File: src/rtl/if_fetch_stage_pkg.sv
// -----------------------------------------------------------------------------
// if_fetch_stage_pkg
//   Shared definitions for the instruction fetch stage:
//     fetch_state_e : fetch controller states (S_REQ=0, S_BUF=1, S_DROP=2)
//     NOP           : instruction word written into IF/ID for a bubble
//     PC_INC        : sequential PC increment
//     PC_ALIGN_MASK : clears the byte-offset bits of a redirect address
//     align_pc()    : word-aligns an address
// -----------------------------------------------------------------------------
package if_fetch_stage_pkg;

  typedef enum logic [1:0] {
    S_REQ  = 2'd0,
    S_BUF  = 2'd1,
    S_DROP = 2'd2
  } fetch_state_e;

  localparam logic [31:0] NOP           = 32'h0000_0000;
  localparam logic [31:0] PC_INC        = 32'd4;
  localparam logic [31:0] PC_ALIGN_MASK = 32'hFFFF_FFFC;

  // Masking (rather than slicing) keeps every target bit in use.
  function automatic logic [31:0] align_pc(input logic [31:0] addr);
    return addr & PC_ALIGN_MASK;
  endfunction

endpackage

File: src/rtl/if_fetch_stage_if.sv
// -----------------------------------------------------------------------------
// if_fetch_stage_if
//   Instruction memory request/acknowledge bus.
//     req  : request valid (held until ack)
//     addr : word address of the request, stable while req=1 and ack=0
//     ack  : one-cycle completion pulse
//     data : instruction word, valid in the ack cycle
//   Modports: master (fetch stage), slave (instruction memory).
// -----------------------------------------------------------------------------
interface if_fetch_stage_if;

  logic        req;
  logic [31:0] addr;
  logic        ack;
  logic [31:0] data;

  modport master (
    output req,
    output addr,
    input  ack,
    input  data
  );

  modport slave (
    input  req,
    input  addr,
    output ack,
    output data
  );

endinterface

File: src/rtl/if_id_reg.sv
// -----------------------------------------------------------------------------
// if_id_reg
//   IF/ID pipeline register with three controls.
//     clk, rst_n     : clock, asynchronous active-low reset
//     bubble         : load a NOP bubble (valid=0); wins over load
//     load           : load {load_pc_plus4, load_instr} as a real instruction
//     (neither)      : hold the current contents
//     pc_plus4/instr/valid : registered outputs
// -----------------------------------------------------------------------------
module if_id_reg
  import if_fetch_stage_pkg::*;
(
  input  logic        clk,
  input  logic        rst_n,
  input  logic        load,
  input  logic        bubble,
  input  logic [31:0] load_pc_plus4,
  input  logic [31:0] load_instr,
  output logic [31:0] pc_plus4,
  output logic [31:0] instr,
  output logic        valid
);

  always_ff @(posedge clk or negedge rst_n) begin
    if (!rst_n) begin
      pc_plus4 <= '0;
      instr    <= NOP;
      valid    <= 1'b0;
    end else if (bubble) begin
      pc_plus4 <= '0;
      instr    <= NOP;
      valid    <= 1'b0;
    end else if (load) begin
      pc_plus4 <= load_pc_plus4;
      instr    <= load_instr;
      valid    <= 1'b1;
    end
  end

endmodule

File: src/rtl/if_fetch_stage.sv
// -----------------------------------------------------------------------------
// if_fetch_stage
//   Instruction fetch stage: keeps one request in flight to instruction memory,
//   parks a returned word in a one-entry buffer when the pipeline stalls, and
//   discards the in-flight response after a branch/jump redirect.
//   Parameters:
//     RESET_PC       : first fetch address after reset
//   Ports:
//     clk_i, rst_n_i : clock, asynchronous active-low reset
//     pcWrite_i      : PC update enable (0 = stall)
//     IFIDWrite_i    : IF/ID write enable (0 = hold)
//     flush_i        : redirect resolved in ID this cycle
//     branchTarget_i : redirect address (used when flush_i=1)
//     imem           : instruction memory bus (master side)
//     IFIDPCPlus4_o  : address+4 of the instruction held in IF/ID
//     IFIDInstr_o    : instruction held in IF/ID (NOP for a bubble)
//     IFIDValid_o    : 1 = real instruction, 0 = bubble
// -----------------------------------------------------------------------------
module if_fetch_stage
  import if_fetch_stage_pkg::*;
#(
  parameter logic [31:0] RESET_PC = 32'h0000_0000
) (
  input  logic                   clk_i,
  input  logic                   rst_n_i,
  input  logic                   pcWrite_i,
  input  logic                   IFIDWrite_i,
  input  logic                   flush_i,
  input  logic [31:0]            branchTarget_i,
  if_fetch_stage_if.master       imem,
  output logic [31:0]            IFIDPCPlus4_o,
  output logic [31:0]            IFIDInstr_o,
  output logic                   IFIDValid_o
);

  fetch_state_e state, state_next;

  logic [31:0] fetch_pc,  fetch_pc_next;
  logic [31:0] drop_addr, drop_addr_next;
  logic [31:0] buf_pc,    buf_pc_next;
  logic [31:0] buf_instr, buf_instr_next;

  logic        advance;
  logic        ifid_load;
  logic        ifid_bubble;
  logic [31:0] ifid_load_pc_plus4;
  logic [31:0] ifid_load_instr;

  // Both hazard enables must be high for the pipeline to move forward.
  assign advance = pcWrite_i & IFIDWrite_i;

  // Memory bus outputs depend only on registered state, so the address cannot
  // glitch while a request waits for its ack.
  always_comb begin
    imem.req  = (state != S_BUF);
    imem.addr = (state == S_DROP) ? drop_addr : fetch_pc;
  end

  // Next-state logic. A redirect overrides every other event: IF/ID takes a
  // bubble, the buffer is emptied, and the PC jumps to the aligned target. If
  // the current request has not been acked yet, its address moves to
  // drop_addr so the bus stays stable until the stale response comes back.
  always_comb begin
    state_next         = state;
    fetch_pc_next      = fetch_pc;
    drop_addr_next     = drop_addr;
    buf_pc_next        = buf_pc;
    buf_instr_next     = buf_instr;
    ifid_load          = 1'b0;
    ifid_bubble        = 1'b0;
    ifid_load_pc_plus4 = fetch_pc + PC_INC;
    ifid_load_instr    = imem.data;

    if (flush_i) begin
      ifid_bubble    = 1'b1;
      fetch_pc_next  = align_pc(branchTarget_i);
      buf_pc_next    = '0;
      buf_instr_next = NOP;
      unique case (state)
        S_REQ: begin
          if (imem.ack) begin
            state_next = S_REQ;
          end else begin
            drop_addr_next = fetch_pc;
            state_next     = S_DROP;
          end
        end
        S_BUF: begin
          state_next = S_REQ;
        end
        S_DROP: begin
          state_next = imem.ack ? S_REQ : S_DROP;
        end
        default: begin
          state_next = S_REQ;
        end
      endcase
    end else begin
      unique case (state)
        S_REQ: begin
          if (imem.ack) begin
            if (advance) begin
              ifid_load     = 1'b1;
              fetch_pc_next = fetch_pc + PC_INC;
            end else begin
              // Park the word; fetch_pc stays on its address until it issues.
              buf_pc_next    = fetch_pc;
              buf_instr_next = imem.data;
              state_next     = S_BUF;
            end
          end else begin
            ifid_bubble = IFIDWrite_i;
          end
        end
        S_BUF: begin
          if (advance) begin
            ifid_load          = 1'b1;
            ifid_load_pc_plus4 = buf_pc + PC_INC;
            ifid_load_instr    = buf_instr;
            fetch_pc_next      = fetch_pc + PC_INC;
            state_next         = S_REQ;
          end
        end
        S_DROP: begin
          ifid_bubble = IFIDWrite_i;
          if (imem.ack) begin
            state_next = S_REQ;
          end
        end
        default: begin
          state_next = S_REQ;
        end
      endcase
    end
  end

  // Controller state, PC and buffer registers. Reset drops any request that
  // was in flight; the memory shares the same reset.
  always_ff @(posedge clk_i or negedge rst_n_i) begin
    if (!rst_n_i) begin
      state     <= S_REQ;
      fetch_pc  <= RESET_PC;
      drop_addr <= '0;
      buf_pc    <= '0;
      buf_instr <= NOP;
    end else begin
      state     <= state_next;
      fetch_pc  <= fetch_pc_next;
      drop_addr <= drop_addr_next;
      buf_pc    <= buf_pc_next;
      buf_instr <= buf_instr_next;
    end
  end

  if_id_reg u_if_id_reg (
    .clk           (clk_i),
    .rst_n         (rst_n_i),
    .load          (ifid_load),
    .bubble        (ifid_bubble),
    .load_pc_plus4 (ifid_load_pc_plus4),
    .load_instr    (ifid_load_instr),
    .pc_plus4      (IFIDPCPlus4_o),
    .instr         (IFIDInstr_o),
    .valid         (IFIDValid_o)
  );

endmodule

File: src/flat_wrapper.sv
// flat-port wrapper written by rule: the top's interface ports become plain ports
module if_fetch_stage_flat import if_fetch_stage_pkg::*;
#(
  parameter logic [31:0] RESET_PC = 32'h0000_0000
)
  (clk_i, rst_n_i, pcWrite_i, IFIDWrite_i, flush_i, branchTarget_i, IFIDPCPlus4_o, IFIDInstr_o, IFIDValid_o, imem_req, imem_addr, imem_ack, imem_data);
  if_fetch_stage_if imem_i ();
  input  logic clk_i;
  input  logic rst_n_i;
  input  logic pcWrite_i;
  input  logic IFIDWrite_i;
  input  logic flush_i;
  input  logic [31:0] branchTarget_i;
  output logic [31:0] IFIDPCPlus4_o;
  output logic [31:0] IFIDInstr_o;
  output logic IFIDValid_o;
  output wire logic [$bits(imem_i.req)-1:0] imem_req;
  output wire logic [$bits(imem_i.addr)-1:0] imem_addr;
  input wire logic [$bits(imem_i.ack)-1:0] imem_ack;
  input wire logic [$bits(imem_i.data)-1:0] imem_data;
  assign imem_req = imem_i.req;
  assign imem_addr = imem_i.addr;
  assign imem_i.ack = imem_ack;
  assign imem_i.data = imem_data;
  if_fetch_stage #(.RESET_PC(RESET_PC)) u_core (.clk_i(clk_i), .rst_n_i(rst_n_i), .pcWrite_i(pcWrite_i), .IFIDWrite_i(IFIDWrite_i), .flush_i(flush_i), .branchTarget_i(branchTarget_i), .imem(imem_i), .IFIDPCPlus4_o(IFIDPCPlus4_o), .IFIDInstr_o(IFIDInstr_o), .IFIDValid_o(IFIDValid_o));
endmodule
File: config.mk
export PLATFORM = sky130hd
export DESIGN_NAME = if_fetch_stage_flat
export DESIGN_NICKNAME = d
export VERILOG_FILES = /design/src/rtl/if_fetch_stage_pkg.sv /design/src/rtl/if_fetch_stage_if.sv /design/src/rtl/if_id_reg.sv /design/src/rtl/if_fetch_stage.sv /design/src/flat_wrapper.sv
export SDC_FILE = /design/constraint.sdc
export NUM_CORES = 1
export LEC_CHECK = 0
export CAP_MARGIN = 20
export CELL_PAD_IN_SITES_DETAIL_PLACEMENT = 1
export CELL_PAD_IN_SITES_GLOBAL_PLACEMENT = 2
export CORE_UTILIZATION = 36
export CTS_CLUSTER_DIAMETER = 200
export CTS_CLUSTER_SIZE = 20
export DETAILED_ROUTE_END_ITERATION = 8
export PLACE_DENSITY = 0.83
export SLEW_MARGIN = 20
export SYNTH_ARGS = -nofsm -noshare
export SYNTH_HDL_FRONTEND = slang
export SYNTH_SLANG_ARGS = --single-unit
File: constraint.sdc
create_clock -name clk_i -period 3.7 [get_ports clk_i]
set_clock_uncertainty 0.05 [all_clocks]
set_input_delay 0.74 -clock clk_i [delete_from_list [all_inputs] [get_ports clk_i]]
set_output_delay 0.74 -clock clk_i [all_outputs]
set_load 0.005 [all_outputs]
==> results.txt <==
----------------------------------------------------
[CTS]
  Clock buffer depth ... 2
  Setup repair bufs after CTS ... 0
  Number of sinks handled by clock tree synthesis ... 189
  Total CTS buffers ... 17
  Total of hold buffers inserted after clock tree synthesis ... 0
  Root buffer selected by CTS ... sky130_fd_sc_hd__clkbuf_16
  Clk Latency, worst-skew pair ... 0.44 ns
  H-tree level count ... 4
  Number of cells upsized or downsized after cts ... 0
  Clock Pin Slew Worst Setup and Hold Paths ... 0.08 ns
  TritonCTS clock tree ... yes

[Logic synthesis]
  Cell count after synthesis ... 1017
  Number of warnings printed during yosys synthesis ... 0
  Dominant register cell in the synthesized netlist ... sky130_fd_sc_hd__dfrtp_1
  Average size of a mapped cell ... 9.649 sq um
  Dominant combinational cell family by area after synthesis ... simple AND/OR/NAND/NOR gates
  Number of synthesized flops with an enable pin ... 0
  Compound-cell area share of the yosys netlist ... 0.1035
  Fraction of the mapped netlist area in simple logic gates ... 0.1934
  Flops & latches, synth ... 189
  Synthesized-area fraction occupied by adder cells ... 0.002550
  Post-synth top area share ... 0.4820
  Cell taking the most area after synthesis ... sky130_fd_sc_hd__dfrtp_1
  Mux cell area share after synthesis ... 0.1047
  Fraction of the yosys area taken by sequential cells ... 0.4820
  Summed instance area of the synthesized netlist ... 0.009813 sq mm
  Ranking of synthesized cells by area ... sky130_fd_sc_hd__dfrtp_1, sky130_fd_sc_hd__nand2_1, sky130_fd_sc_hd__mux2_2
  Post-synthesis cell type count ... 56
  Proportion of register bits with asynchronous set or reset after synthesis ... 1.000
  Xor-xnor portion of the synthesized cell area ... 0.07140

[Pwr]
  Sequential fraction of design power ... 0.476
  Leakage Power ... 4.838 nW
  Worst IR drop on VDD ... 0.0002306 V
  Net Sw Power ... 1.495 mW
  Clock power frac ... 0.363
  Part of the power in combinational logic ... 0.161
  Switching portion of total power ... 0.2949
  Internal power summed over all cells ... 3.574 mW
  PwrDens ... 411.3 mW/mm^2

[Floorplanning]
  Die W ... 167.1 um
  Chip height ... 167.1 um
  Row count ... 60
  Die outline area ... 0.02792 sq mm
  Total I/O pin count ... 168
  Initial standard-cell utilization of the core ... 0.3651
  Core ar. ... 0.02688 sq mm

[STA]
  Pin slew with the least headroom to its limit ... 0.8807 ns
  Final Hold Viols ... 0
  Min Tclk post-route ... 3.087 ns
  Worst relative slew slack ... 0.4075
  Final-layout setup total negative slack ... 0 ns
  PnR worst setup slack ... 0.6131 ns
  Count of endpoints failing setup in the final report ... 0
  Fmax achieved ... 324.0 MHz
  RSZ-0062 raised after global routing ... false
  Max-slew violation total from the final report ... 0
  Final worst path period share ... 0.8343

[Status]
  Result of the run ... completed

[Place]
  Estimated wirelength of the detail-placed design ... 19780 um
  Routability congestion estimate ... 0.7809
  Port bufs ... 163
  Setup WS pre-CTS ... 0.5243 ns

[Setup path]
  Arr. time, crit path ... 2.30 ns
  Crit Path Max Fanout ... 17
  Worst setup SP type ... flop
  Kind of critical path ... flop to output pin
  Critical Path Sink Type ... output pin
  Worst Path Required ... 2.91 ns

[Flow run]
  Max Cap Viol ... 0

[Layout]
  Number of fill cells in the layout ... 3021
  Fraction of final layout cells sized beyond drive strength 1 ... 0.1302
  Count of inserted antenna diode cells ... 0
  Area growth from synthesis to final layout ... 25.56%
  Nets@finish ... 1211

[Route]
  Residual DRC ... 0
  Average wire per standard cell ... 19.71 um
  First-pass iteration count of the detailed router ... 7
  DRC violation total after the first TritonRoute iteration ... 429
  Via Count ... 8022
  Final WL ... 29430 um
  Routed via count divided by cell count ... 5.373
  Routed Antenna Nets ... 0

[GRT]
  Pin count of the biggest net entering global routing ... 86
  First-pass GRT wire length ... 47470 um
  Number of global-route vias before repair ... 8354
  GR Util All Layers ... 0.2172
  GRT Residual Overflow ... 0
  Initial antenna violation count ... 0

[Worst hold path]
  Tightest Hold Check Type ... input pin to async pin

----------------------------------------------------
## Yosys cell counts (3+ instances only)
cell type                  number
sky130_fd_sc_hd__or3_1          4
sky130_fd_sc_hd__o21ai_0       60
sky130_fd_sc_hd__o221ai_1      12
sky130_fd_sc_hd__nand3_1       27
sky130_fd_sc_hd__nor3_1        17
sky130_fd_sc_hd__xnor2_1       46
sky130_fd_sc_hd__nand2_1      247
sky130_fd_sc_hd__nand3_2        3
sky130_fd_sc_hd__mux2i_1       34
sky130_fd_sc_hd__nand4_1       15
sky130_fd_sc_hd__a22o_1         3
sky130_fd_sc_hd__inv_1          4
sky130_fd_sc_hd__o21ai_1        6
sky130_fd_sc_hd__a221o_1        3
sky130_fd_sc_hd__and4_1         9
sky130_fd_sc_hd__dfrtp_1      189
sky130_fd_sc_hd__buf_2         20
sky130_fd_sc_hd__nor4_2         4
sky130_fd_sc_hd__nor4_1        14
sky130_fd_sc_hd__nor2_1        18
sky130_fd_sc_hd__o221ai_2       4
sky130_fd_sc_hd__a32o_1         7
sky130_fd_sc_hd__buf_4          8
sky130_fd_sc_hd__a21oi_1       67
sky130_fd_sc_hd__mux2_2        61
sky130_fd_sc_hd__and3_1         8
sky130_fd_sc_hd__nor4_4         3
sky130_fd_sc_hd__clkbuf_1      54
sky130_fd_sc_hd__xor2_1        34
## final timing paths
kind                                                      to                          from  depth (start not counted)  slack, ns
worst max-delay path                           imem_addr[31]               u_core.state[0]                          4       0.61
worst min-delay path             u_core.u_if_id_reg.instr[4]                       rst_n_i                          1       0.31
worst max register to register           u_core.fetch_pc[31]           u_core.fetch_pc[11]                          5       0.98
worst min register to register  u_core.u_if_id_reg.instr[19]  u_core.u_if_id_reg.instr[19]                          2       0.43
max in group asynchronous               u_core.buf_instr[24]                       rst_n_i                          2       2.35
min in group clk_i              u_core.u_if_id_reg.instr[19]  u_core.u_if_id_reg.instr[19]                          2       0.43
## through the flow
stage	instances	cell area (sq um)	hold WS [ns]	utilization	total power, mW
after floorplan	1018	9817	0.3944	-	2.844
final	1493	12320	0.3090	0.4585	5.068
after CTS	1493	12320	0.3483	0.4585	5.129
after global routing	1493	12320	0.3656	0.4585	5.302
after detailed placement	1461	11740	0.4197	0.4369	3.278
after global placement	1461	11740	0.4124	0.4369	3.250
## flip-flops by register name (all words and copies together), names as in the netlist
name and cells:
u_core.buf_instr 32, u_core.buf_pc 31, u_core.drop_addr 30, u_core.fetch_pc 30, u_core.state 2, u_core.u_if_id_reg.instr 32
u_core.u_if_id_reg.pc_plus4 31, u_core.u_if_id_reg.valid 1
## metal layers
| layer | GRT usage | up-vias | share of wire |
|---|---|---|---|
| met4 | 0.04750 | 0 | 0.012 |
| met1 | 0.2961 | 4061 | 0.46 |
| met2 | 0.3618 | 184 | 0.49 |
| li1 | - | 3753 | - |
| met3 | 0.03569 | 24 | 0.039 |
| met5 | 0 | - | 0 |
## power groups by stage
stage / combinational [mW] / clock, mW / sequential [mW]
after floorplan: 0.490 / 0 / 2.35
after global placement: 0.811 / 0 / 2.44
after detailed placement: 0.825 / 0 / 2.45
after CTS: 0.831 / 1.89 / 2.41
after global routing: 0.894 / 1.97 / 2.44
final: 0.814 / 1.84 / 2.41
## critical path: stages (launching register included)
cell and delay (ns):
sky130_fd_sc_hd__dfrtp_1 0.51, sky130_fd_sc_hd__nand2b_1 0.17, sky130_fd_sc_hd__buf_4 0.32, sky130_fd_sc_hd__mux2_2 0.37
sky130_fd_sc_hd__clkdlybuf4s50_1 0.47
## cell families after synthesis
kind of cell,count (synthesis)
AO/OA/AOI/OAI,169
multiplexers,95
XOR/XNOR,80
buffers and inverters,91
adder cells (fa/ha/maj),2
AND/OR/NAND/NOR,390
other,1
flip-flops,189
## area by class of cell
class	instances	area [sq um]	area share
clock buffers	17	425.4	0.03452
well taps	341	426.7	0.03463
multi-input cells	738	4706	0.3819
clock inverters	15	153.9	0.01249
repair buffers	189	1866	0.1514
flip-flops and latches	189	4730	0.3838
inverters	4	15.01	0.001219
## placed cells by master (no fill, tap or decap), drive strengths merged, types with 2 or more instances in the layout
cell type      Yosys  routed
nand2            248     248
dfrtp            189     189
clkdlybuf4s50      0     161
a21oi             67      67
o21ai             66      66
mux2              61      61
xnor2             46      46
mux2i             34      34
xor2              34      34
nand3             30      30
buf               32      27
nor4              21      21
nor3              18      18
nor2              18      18
clkbuf            55      18
nand4             18      18
o221ai            16      16
inv                4      10
and4               9       9
and3               8       8
a32o               7       7
clkinv             0       7
or3                4       4
or4                4       4
a221o              3       3
a22o               3       3
nand4b             2       2
o2bb2ai            2       2
or2                2       2
ha                 2       2
conb               1       2
clkinvlp           0       2
nor3b              2       2
No activity file was read; power rests on OpenSTA's default activity.
